### config.mk
export PLATFORM = sky130hd
export DESIGN_NAME = prng64_packer_flat
export DESIGN_NICKNAME = d
export VERILOG_FILES = /design/src/rtl/prng64_pkg.sv /design/src/rtl/prng64_packer_if.sv /design/src/rtl/prng_fifo.sv /design/src/rtl/prng64_packer.sv /design/src/flat_wrapper.sv
export SDC_FILE = /design/constraint.sdc
export NUM_CORES = 1
export LEC_CHECK = 0
export ABC_CLOCK_PERIOD_IN_PS = 6500
export CORE_UTILIZATION = 52
export CTS_CLUSTER_SIZE = 28
export DETAILED_ROUTE_END_ITERATION = 10
export GPL_ROUTABILITY_DRIVEN = 0
export PLACE_DENSITY = 0.83
export SYNTH_ARGS = -nofsm -noshare
export SYNTH_HDL_FRONTEND = slang
export SYNTH_SLANG_ARGS = --single-unit
### constraint.sdc
create_clock -name clk -period 6.5 [get_ports clk]
set_input_delay 0.975 -clock clk [delete_from_list [all_inputs] [get_ports clk]]
set_output_delay 0.975 -clock clk [all_outputs]
set_load 0.05 [all_outputs]
### src/rtl/prng64_pkg.sv
// prng64_pkg: shared word type, tempering shift amounts and the xorshift temper function.
package prng64_pkg;
    typedef logic [63:0] prng_word_t;

    localparam int TEMPER_SH_A = 29;
    localparam int TEMPER_SH_B = 17;
    localparam int TEMPER_SH_C = 43;

    function automatic prng_word_t temper(prng_word_t w);
        prng_word_t a;
        prng_word_t b;
        a = w ^ (w >> TEMPER_SH_A);
        b = a ^ (a << TEMPER_SH_B);
        return b ^ (b >> TEMPER_SH_C);
    endfunction
endpackage

### src/rtl/prng64_packer_if.sv
// prng64_packer_if: generator-pair input strobe and the 64-bit valid/ready output stream.
interface prng64_packer_if;
    import prng64_pkg::*;
    logic [31:0] lcg1_in;
    logic [31:0] lcg2_in;
    logic        in_valid;
    prng_word_t  out_data;
    logic        out_valid;
    logic        out_ready;
    modport master (output lcg1_in, lcg2_in, in_valid, out_ready, input out_data, out_valid);
    modport slave (input lcg1_in, lcg2_in, in_valid, out_ready, output out_data, out_valid);
endinterface

### src/rtl/prng_fifo.sv
// prng_fifo: first-word-fall-through synchronous FIFO with occupancy output.
module prng_fifo #(
    parameter int DEPTH = 4,
    parameter int WIDTH = 64
) (
    input  logic                     clk,
    input  logic                     rst,
    input  logic                     push,
    input  logic                     pop,
    input  logic [WIDTH-1:0]         din,
    output logic [WIDTH-1:0]         dout,
    output logic                     full,
    output logic                     empty,
    output logic [$clog2(DEPTH):0]   level
);
    localparam int AW = $clog2(DEPTH);
    localparam int LW = AW + 1;

    logic [WIDTH-1:0] mem_q [DEPTH];
    logic [AW-1:0]    wr_ptr_q, wr_ptr_d, rd_ptr_q, rd_ptr_d;
    logic [LW-1:0]    level_q, level_d;
    logic             pop_ok;

    always_comb begin
        pop_ok   = pop && !empty;
        wr_ptr_d = wr_ptr_q + AW'(push);
        rd_ptr_d = rd_ptr_q + AW'(pop_ok);
        level_d  = level_q + LW'(push) - LW'(pop_ok);
    end

    always_ff @(posedge clk or negedge rst) begin
        if (!rst) begin
            wr_ptr_q <= '0;
            rd_ptr_q <= '0;
            level_q  <= '0;
        end else begin
            wr_ptr_q <= wr_ptr_d;
            rd_ptr_q <= rd_ptr_d;
            level_q  <= level_d;
        end
    end

    // Storage needs no reset: the head is masked to zero whenever the FIFO is empty.
    always_ff @(posedge clk) begin
        if (push) mem_q[wr_ptr_q] <= din;
    end

    assign empty = (level_q == '0);
    assign full  = (level_q == LW'(DEPTH));
    assign level = level_q;
    assign dout  = empty ? '0 : mem_q[rd_ptr_q];
endmodule

### src/rtl/prng64_packer.sv
// prng64_packer: packs LCG pairs into 64-bit words, optionally tempers them,
// and buffers them in a FIFO behind a valid/ready stream with drop statistics.
module prng64_packer
    import prng64_pkg::*;
#(
    parameter int FIFO_DEPTH = 4,
    parameter int TEMPER_EN  = 1
) (
    input  logic                          clk,
    input  logic                          rst,
    input  logic                          clr_stat,
    prng64_packer_if.slave                s,
    output logic [$clog2(FIFO_DEPTH):0]   fifo_level,
    output logic                          overflow,
    output logic [15:0]                   drop_count
);
    prng_word_t  s1_w_q, s1_w_d, s2_w_q, s2_w_d;
    logic        s1_v_q, s1_v_d, s2_v_q, s2_v_d;
    logic        ovf_q, ovf_d;
    logic [15:0] drop_q, drop_d;
    logic        full, empty, pop, push, drop;

    always_comb begin
        s1_v_d = s.in_valid;
        s1_w_d = s.in_valid ? {s.lcg1_in, s.lcg2_in} : s1_w_q;
        s2_v_d = s1_v_q;
        s2_w_d = s1_v_q ? ((TEMPER_EN != 0) ? temper(s1_w_q) : s1_w_q) : s2_w_q;
        pop    = !empty && s.out_ready;
        push   = s2_v_q && (!full || pop);
        drop   = s2_v_q && full && !pop;
        ovf_d  = clr_stat ? 1'b0 : (ovf_q | drop);
        drop_d = clr_stat ? 16'h0 : drop_q + 16'(drop && drop_q != 16'hFFFF);
    end

    // The pipeline never stalls; back-pressure is absorbed only by the FIFO.
    always_ff @(posedge clk or negedge rst) begin
        if (!rst) begin
            s1_w_q <= '0;
            s1_v_q <= 1'b0;
            s2_w_q <= '0;
            s2_v_q <= 1'b0;
            ovf_q  <= 1'b0;
            drop_q <= '0;
        end else begin
            s1_w_q <= s1_w_d;
            s1_v_q <= s1_v_d;
            s2_w_q <= s2_w_d;
            s2_v_q <= s2_v_d;
            ovf_q  <= ovf_d;
            drop_q <= drop_d;
        end
    end

    prng_fifo #(.DEPTH(FIFO_DEPTH), .WIDTH(64)) u_fifo (
        .clk   (clk),
        .rst   (rst),
        .push  (push),
        .pop   (pop),
        .din   (s2_w_q),
        .dout  (s.out_data),
        .full  (full),
        .empty (empty),
        .level (fifo_level)
    );

    assign s.out_valid = !empty;
    assign overflow    = ovf_q;
    assign drop_count  = drop_q;
endmodule
### src/flat_wrapper.sv
// flat-port wrapper written by rule: the top's interface ports become plain ports
module prng64_packer_flat import prng64_pkg::*;
#(
    parameter int FIFO_DEPTH = 4,
    parameter int TEMPER_EN  = 1
)
  (clk, rst, clr_stat, fifo_level, overflow, drop_count, s_lcg1_in, s_lcg2_in, s_in_valid, s_out_ready, s_out_data, s_out_valid);
  prng64_packer_if s_i ();
  input  logic clk;
  input  logic rst;
  input  logic clr_stat;
  output logic [$clog2(FIFO_DEPTH):0] fifo_level;
  output logic overflow;
  output logic [15:0] drop_count;
  input wire logic [$bits(s_i.lcg1_in)-1:0] s_lcg1_in;
  input wire logic [$bits(s_i.lcg2_in)-1:0] s_lcg2_in;
  input wire logic [$bits(s_i.in_valid)-1:0] s_in_valid;
  input wire logic [$bits(s_i.out_ready)-1:0] s_out_ready;
  output wire logic [$bits(s_i.out_data)-1:0] s_out_data;
  output wire logic [$bits(s_i.out_valid)-1:0] s_out_valid;
  assign s_i.lcg1_in = s_lcg1_in;
  assign s_i.lcg2_in = s_lcg2_in;
  assign s_i.in_valid = s_in_valid;
  assign s_i.out_ready = s_out_ready;
  assign s_out_data = s_i.out_data;
  assign s_out_valid = s_i.out_valid;
  prng64_packer #(.FIFO_DEPTH(FIFO_DEPTH), .TEMPER_EN(TEMPER_EN)) u_core (.clk(clk), .rst(rst), .clr_stat(clr_stat), .s(s_i), .fifo_level(fifo_level), .overflow(overflow), .drop_count(drop_count));
endmodule
==> impl_metrics.tcl, run 1 <==
set metrics [dict create \
    synth_top_area_share_pct 45.9 \
    power_frac_seq_pct 41.0 \
    wl_mm 34.7 \
    initial_core_util_pct 53.0 \
    cp.arrival_ns 3.58 \
    final.period_utilization_pct 70.1 \
    grt_max_degree 107 \
    internal_power_mw 6.35 \
    n_antenna_cell 0 \
    cts_buffer_depth 3 \
    synth.largest_area_cell "edfxtp_1" \
    status "complete, no violations" \
    core_um2 31600 \
    via_per_inst 5.64 \
    total_power_mw 9.89 \
    p_per_area_nw_per_um2 496 \
    clk_latency_ns 0.53 \
    synth.yosys.seq_area_share_pct 68.9 \
    dp.final_hpwl_mm 22.2 \
    slew_viol_final 0 \
    dr.pass1.iters 7 \
    num_rows 65 \
    grt_overflow 0 \
    dieHeight_um 182 \
    hp-class "reg2reg" \
    ir_worst_vdd_mv 0.286 \
    async_flop_share_pct 37.6 \
    avgSynthCellArea_um2 17.6 \
    end_kind "output pin" \
    cts_made_buffers 41 \
    syn_area_um2 16800 \
    required_ns 5.52 \
    hold_viol 0 \
    synthTopCellsByArea "edfxtp_1 (46%), dfrtp_1 (23%), mux4_2 (8.6%)" \
    final_area_um2 19900 \
    period_needed_ns 4.56 \
    cp-start-kind "flip-flop" \
    cts_tree "built" \
    final_common_cell "edfxtp_1" \
    yosys_warnings 0 \
    cts-resized-gates 0 \
    port_buffers 153 \
    drv_cap 0 \
    skew_ns 0.0161 \
    final_cells 1548 \
    worst_pin_slew_ns 1.03 \
    max_freq_mhz 220 \
    ios 154 \
    htreeDepth 2 \
    dp.cells 1472 \
    vias 8732 \
    rsz0062_at_grt "false" \
    mostFrequentLayoutCells "edfxtp_1 (256), clkdlybuf4s50_1 (151), dfrtp_1 (151)" \
    combPwrFrac_pct 36.1 \
    ys.flop_type "edfxtp_1" \
    cts-root-buf "clkbuf_16" \
    grt_pass1_wl_mm 53.3 \
    crit_type "reg2out" \
    cts_hold_buf 0 \
    netlist_instances 954 \
    drc 0 \
    postCtsSetupRepairBufs 0 \
    synth_cell_types 38 \
    cts.reportedPaths.clkPinSlew_ns 0.06 \
    layout-drive-gt1-share_pct 20.5 \
    grt_use_total_pct 21.6 \
    grt_pass1_vias 8950 \
    power.leakage_nw 7.14 \
    drtIter0Drc 633 \
    routedWlPerCell_um 22.4 \
    dpl-instance-area_um2 18600 \
    pwr-share-clk_pct 22.9 \
    p_sw_share_pct 35.8 \
    syn_to_final_growth_pct 19.0 \
    synth_nets 1030 \
    critical_path.max_fanout 46 \
    power.net_switching_mw 3.54 \
    ant_nets 0 \
    setup_viol 0 \
    relSlewSlack_pct 31.6 \
    fin_nets 1189 \
    synth_seq_cells 410 \
    antenna_found_initial 0 \
    die_x_um 182 \
    synth_edf_count 256 \
    clock_sinks 410 \
    die_area_um2 32900 \
]
==> metrics by stage <==
| stage | setup TNS [ns] | hold slack [ns] | utilization (%) | worst slack (ns) |
|---|---|---|---|---|
| finish | 0 | 0.527 | 63.0 | 1.94 |
| global route | 0 | 0.542 | 63.0 | 1.70 |
| CTS | 0 | 0.524 | 63.0 | 1.85 |
| detailed placement | 0 | 0.510 | 58.9 | 2.40 |
| global placement | 0 | 0.479 | 58.9 | 2.44 |
| floorplan | -6.87 | 0.386 | - | -0.0626 |
==> flip-flops by register name, summed over array words and instances (netlist names) <==
signal	flops
u_core.overflow	1
u_core.u_fifo.rd_ptr_q	2
u_core.drop_count	16
u_core.u_fifo.mem_q	256
u_core.s1_v_q	1
u_core.u_fifo.wr_ptr_q	2
u_core.s2_v_q	1
u_core.s2_w_q	64
u_core.u_fifo.level	3
u_core.s1_w_q	64
==> synth_stat cells, types with 2 or more instances <==
master and count:
ha_1 6, nand3_1 7, nor3_1 2, mux2i_1 3, nor4_1 3, mux4_2 64, buf_4 2, nor2_1 46
buf_6 6, xnor3_1 13, nand2_1 4, xnor2_1 90, nand4_1 4, buf_2 15, dfrtp_1 154, clkbuf_1 17
clkbuf_2 3, o21ai_0 3, nor3b_1 2, xor2_1 14, or3_1 4, or4_1 5, mux2_2 90, and2_1 65
o31ai_1 5, edfxtp_1 256, a21oi_1 47, nor2b_1 4, inv_1 9, buf_1 3
==> final timing paths <==
path / cells after the start / slack [ns] / start / end
max reg2reg: 7 / 3.63 / u_core.u_fifo.level[1] / u_core.u_fifo.level[2]
min reg2reg: 0 / 0.53 / u_core.s2_w_q[39] / u_core.u_fifo.mem_q[2][39]
min: 0 / 0.53 / u_core.s2_w_q[39] / u_core.u_fifo.mem_q[2][39]
max: 4 / 1.94 / u_core.u_fifo.rd_ptr_q[0] / s_out_data[51]
max in group asynchronous: 2 / 4.55 / rst / u_core.s1_v_q
min in group asynchronous: 1 / 0.58 / rst / u_core.s1_w_q[34]
==> kinds of logic (layout without fill, tap and decap cells) <==
kind of cell	count (synthesis)	after routing	share of synthesized area (%)
adders and majority gates	7	7	0.567
DFF	410	410	68.9
buffers and inverters	55	247	1.68
and+or+nand+nor	151	151	5.02
AOI/OAI and AO/OA	56	56	1.75
muxes	157	157	14.8
xor gates and xnor gates	118	118	7.28
==> final cells by class <==
type,count,area [um^2]
clock buffers,69,1270
fillers,2181,11700
inverters,9,33.8
flip-flops and latches,410,11500
multi-input cells,489,4950
repair buffers,162,1600
well taps,402,503
clock inverters,7,37.5
==> layer usage <==
metal  share of wire (%)  global-route usage (%)
met3                 5.2                    3.65
met5                   0                       0
met2                  48                    33.9
met4                 2.6                    6.98
met1                  44                    31.1
==> power groups by stage <==
| stage | clock, mW | combinational [mW] | sequential [mW] |
|---|---|---|---|
| after detailed placement | 0 | 3.61 | 4.11 |
| final | 2.27 | 3.57 | 4.05 |
| after CTS | 2.31 | 3.62 | 4.06 |
| after global routing | 2.41 | 3.76 | 4.12 |
| after floorplan | 0 | 2.66 | 3.86 |
| after global placement | 0 | 3.57 | 4.05 |
==> critical path, cell delays in order, from the launching register on <==
cell,delay (ns)
dfrtp_4,1.03
buf_4,0.51
mux4_2,0.55
and2_1,0.18
clkdlybuf4s50_1,0.70
No activity file was read; power rests on OpenSTA's default activity.
==> inputs of run 2 (changes only) <==
Settings changed: ABC_CLOCK_PERIOD_IN_PS 6500 to 4700, CORE_UTILIZATION 52 to 54.
Clock period 6.5 ns to 4.7 ns, I/O delays scaled along.
==> impl_metrics.tcl, run 2 (same netlist as run 1, synthesis figures left out) <==
set metrics [dict create \
    status "complete, no violations" \
    mostFrequentLayoutCells "edfxtp_1 (256), clkdlybuf4s50_1 (151), dfrtp_1 (151)" \
    core_um2 30600 \
    drtIter0Drc 633 \
    cts_buffer_depth 3 \
    regMostFlops "u_core.u_fifo.mem_q" \
    drc 0 \
    cts_hold_buf 0 \
    grt_overflow 0 \
    ios 154 \
    grt_pass1_wl_mm 53.2 \
    crit_chain "buf_4 > mux4_2 > and2_1 > clkdlybuf4s50_1" \
    syn_to_final_growth_pct 18.6 \
    ir_worst_vdd_mv 0.338 \
    fin_nets 1193 \
    clk_latency_ns 0.52 \
    final_common_cell "edfxtp_1" \
    port_buffers 153 \
    grt_use_total_pct 22.8 \
    ant_nets 0 \
    p_per_area_nw_per_um2 681 \
    end_kind "output pin" \
    slew_viol_final 0 \
    dr.pass1.iters 6 \
    cts_made_buffers 41 \
    grtUsageMet2_pct 35.3 \
    grt_max_degree 94 \
    setup_viol 0 \
    cts.reportedPaths.clkPinSlew_ns 0.06 \
    dieHeight_um 178 \
    busiest_layer "met2" \
    reg.largest.list "u_core.u_fifo.mem_q: 256 flops, u_core.s1_w_q: 64 flops, u_core.s2_w_q: 64 flops" \
    wl_mm 34.7 \
    vias 8848 \
    critPathSlowestCell "dfrtp_2" \
    grt_pass1_vias 8931 \
    worst_pin_slew_ns 1.03 \
    initial_core_util_pct 54.8 \
    rsz0062_at_grt "false" \
    critical_path.max_fanout 28 \
    crit_type "reg2out" \
    num_rows 64 \
    crit_path_max_incr_delay_ns 0.89 \
    clock_sinks 410 \
    largest_register_ffs 256 \
    drv_cap 0 \
    cts-resized-gates 0 \
    final_util_pct 65.0 \
    layout-drive-gt1-share_pct 20.4 \
    die_x_um 178 \
    final.period_utilization_pct 82.7 \
    max_freq_mhz 257 \
    cts_tree "built" \
    relSlewSlack_pct 31.4 \
    routedWlPerCell_um 22.5 \
    cts-root-buf "clkbuf_16" \
    hold_viol 0 \
    required_ns 3.99 \
    setup-tns-final_ns 0 \
    via_per_inst 5.73 \
    cp.arrival_ns 3.18 \
    dp.final_hpwl_mm 22.1 \
    antenna_found_initial 0 \
    hp-class "in2async" \
    postCtsSetupRepairBufs 0 \
    grt_use_met3_pct 4.75 \
    period_needed_ns 3.89 \
    power.leakage_nw 7.11 \
    die_area_um2 31700 \
    met1_usage_pct 32.7 \
    cp-start-kind "flip-flop" \
    htreeDepth 2 \
    skew_ns 0.0138 \
]
[run 2: worst paths after layout]
kind | end | cells past startpoint | from | slack (ns)
min in group clk | u_core.u_fifo.mem_q[0][37] | 0 | u_core.s2_w_q[37] | 0.52
max reg2reg | u_core.drop_count[14] | 7 | u_core.u_fifo.level[1] | 2.12
min reg2reg | u_core.u_fifo.mem_q[0][37] | 0 | u_core.s2_w_q[37] | 0.52
min | u_core.s2_w_q[40] | 1 | rst | 0.22
max in group asynchronous | u_core.s2_w_q[0] | 2 | rst | 3.48
max | s_out_data[38] | 4 | u_core.u_fifo.rd_ptr_q[1] | 0.81
[run 2: per-stage QoR]
step,cell area [um^2],hold slack (ns),setup slack [ns],instances,power (mW)
after global placement,18700,0.480,1.36,1470,10.6
after global routing,19900,0.317,0.681,1543,14.1
final,19900,0.215,0.812,1544,13.5
after CTS,19900,0.292,0.757,1543,13.7
after detailed placement,18700,0.501,1.33,1470,10.7
after floorplan,16800,0.386,-1.66,954,9.02
[run 2: where the power goes]
group          internal (mW)  switching [mW]
sequential              4.89           0.660
combinational           2.08            2.98
clock                   1.65            1.27
total                   8.62            4.91
[run 2: metal layers]
layer | vias to the layer above | wire (um) | share of wire (%)
li1 | 3879 | - | -
met1 | 4551 | 14600 | 42
met5 | - | 0 | 0
met4 | 0 | 977 | 2.8
met2 | 354 | 16500 | 48
met3 | 64 | 2610 | 7.5
[run 2: final cells by class]
class                           instances  area (um^2)
Tap cell                              396          495
Multi-Input combinational cell        489         4950
Timing Repair Buffer                  166         1650
Clock inverter                         25          141
Fill cell                            2071        10700
Clock buffer                           48         1050
Antenna cell                            1         2.50
Inverter                                9         33.8
Sequential cell                       410        11500
[run 2: worst max-delay path, delay by kind of cell (launching register included)]
| kind | cells | cell delay [ns] |
|---|---|---|
| buffers and inverters | 2 | 1.17 |
| flip-flops | 1 | 0.89 |
| multiplexers | 1 | 0.38 |
| AND/OR/NAND/NOR | 1 | 0.18 |
==> inputs of run 3 (changes only) <==
Settings changed: ABC_CLOCK_PERIOD_IN_PS 4700 to 3700.
Clock period 4.7 ns to 3.7 ns, I/O delays scaled along.
==> impl_metrics.tcl, run 3 (same netlist as run 1, synthesis figures left out) <==
set metrics [dict create \
    status "complete, no violations" \
    die_area_um2 31700 \
    largest_register_ffs 256 \
    max_freq_mhz 290 \
    power.leakage_nw 7.22 \
    final.period_utilization_pct 93.3 \
    dpl-instance-area_um2 18700 \
    routedWlPerCell_um 22.7 \
    drtIter0Drc 650 \
    fin_ws_ns 0.247 \
    ant_nets 0 \
    fin_nets 1193 \
    grt_overflow 0 \
    relSlewSlack_pct 24.8 \
    setup_viol 0 \
    cp.arrival_ns 2.90 \
    n_antenna_cell 0 \
    crit_path_max_incr_delay_ns 0.72 \
    cp-start-kind "flip-flop" \
    end_kind "output pin" \
    hold_viol 0 \
    critPathSlowestCell "clkdlybuf4s50_1" \
    grt_pass1_vias 8833 \
    reg2reg_slack_ns 1.07 \
    worstPathBufferInverterCount 2 \
    reg.largest.list "u_core.u_fifo.mem_q: 256 flops, u_core.s1_w_q: 64 flops, u_core.s2_w_q: 64 flops" \
    mostFrequentLayoutCells "edfxtp_1 (256), dfrtp_1 (151), clkdlybuf4s50_1 (133)" \
    cts_tree "built" \
    clk_latency_ns 0.54 \
    drv_cap 0 \
    p_per_area_nw_per_um2 878 \
    worst_pin_slew_ns 1.13 \
    skew_ns 0.0226 \
    die_x_um 178 \
    core_um2 30600 \
    crit_type "reg2out" \
    r2r-start "u_core.u_fifo.level[1]" \
    cts_buffer_depth 3 \
    dp.final_hpwl_mm 22.0 \
    cts_made_buffers 40 \
    wl_mm 35.0 \
    layout-drive-gt1-share_pct 22.7 \
    period_needed_ns 3.45 \
    regMostFlops "u_core.u_fifo.mem_q" \
    vias 8721 \
    syn_to_final_growth_pct 19.5 \
    via_per_inst 5.64 \
    cts-resized-gates 0 \
    clock_sinks 410 \
    rsz0062_at_grt "false" \
    drc 0 \
    num_rows 64 \
    reg2reg_to "u_core.u_fifo.mem_q[3][51]" \
    grt_pass1_wl_mm 52.9 \
    antenna_found_initial 2 \
    grt_use_total_pct 22.9 \
    slew_viol_final 0 \
    dieHeight_um 178 \
    hp-class "in2async" \
    crit_chain "buf_12 > mux4_2 > and2_1 > clkdlybuf4s50_1" \
    required_ns 3.14 \
    cts-root-buf "clkbuf_16" \
    total_power_mw 17.6 \
    htreeDepth 2 \
    ir_worst_vdd_mv 0.419 \
    final_util_pct 65.5 \
    initial_core_util_pct 54.8 \
    critical_path.max_fanout 16 \
    filler_cell_count 2043 \
    cts.reportedPaths.clkPinSlew_ns 0.06 \
    port_buffers 153 \
    final_common_cell "edfxtp_1" \
    setup-tns-final_ns 0 \
    dr.pass1.iters 5 \
    grt_max_degree 104 \
    dp_slack_ns 0.458 \
    ios 154 \
    crit_family "buffers and inverters" \
    final_area_um2 20000 \
    worst_r2r_path_depth 5 \
]
-- run 3: cell count changes in the layout (fill, tap and decap cells not counted), moves of 3 or more --
cell and delta:
buf_12 +3, bufinv_16 +3, buf_4 +16, inv_6 +5, clkdlybuf4s50_1 -18, clkinv_1 -6, clkinv_2 -4
-- run 3: worst max-delay path by stage --
stage | from | end | cells past startpoint | slack, ns
2_1_floorplan | u_core.u_fifo.level[2] | u_core.u_fifo.mem_q[1][0] | 3 | 0.41
3_3_place_gp | s_out_ready | u_core.u_fifo.mem_q[3][8] | 6 | 0.55
3_5_place_dp | s_out_ready | u_core.u_fifo.mem_q[3][43] | 6 | 0.46
4_1_cts | u_core.u_fifo.rd_ptr_q[0] | s_out_data[54] | 4 | 0.21
5_1_grt | u_core.u_fifo.rd_ptr_q[0] | s_out_data[54] | 4 | 0.16
6_report | u_core.u_fifo.rd_ptr_q[0] | s_out_data[34] | 4 | 0.25
-- run 3: worst register-to-register path, stage by stage (launching register included) --
cell and delay (ns):
dfrtp_1 0.42, nor4b_1 0.61, nand2b_1 0.43, inv_1 0.11, and3_2 0.22, buf_4 0.34
-- run 3: final cells by class --
| class | instances | area [um^2] | share of cell area (%) |
|---|---|---|---|
| multi-input cells | 489 | 4970 | 24.8 |
| clock inverters | 25 | 249 | 1.24 |
| flip-flops and latches | 410 | 11500 | 57.7 |
| inverters | 9 | 33.8 | 0.169 |
| repair buffers | 167 | 1650 | 8.24 |
| clock buffers | 49 | 1080 | 5.37 |
| well taps | 396 | 495 | 2.47 |
-- run 3: repair_timing --
action                     4_1_cts  5_1_grt
buffers inserted                 1        0
setup endpoints to repair        2        0
hold buffers                     0        0
-- run 3: per-layer routing --
layer	global-route usage (%)	vias to the layer above	routed length, um
met5	0	-	0
met4	6.30	0	680
met3	4.41	46	2410
met2	36.9	311	17300
met1	32.0	4483	14600
li1	-	3881	-
-- run 3: stage by stage --
step,hold slack (ns),std cells
after global routing,0.161,1545
after detailed placement,0.487,1470
after global placement,0.484,1470
final,0.0909,1545
after CTS,0.131,1545
after floorplan,0.259,954
-- run 3: report_power, final --
part           switching [mW]  internal (mW)  leakage, nW  total [mW]
Combinational            3.89           2.64         2.42        6.54
Sequential              0.755           6.22         4.15        6.97
Clock                    1.71           2.37        0.646        4.08
Total                    6.36           11.2         7.22        17.6
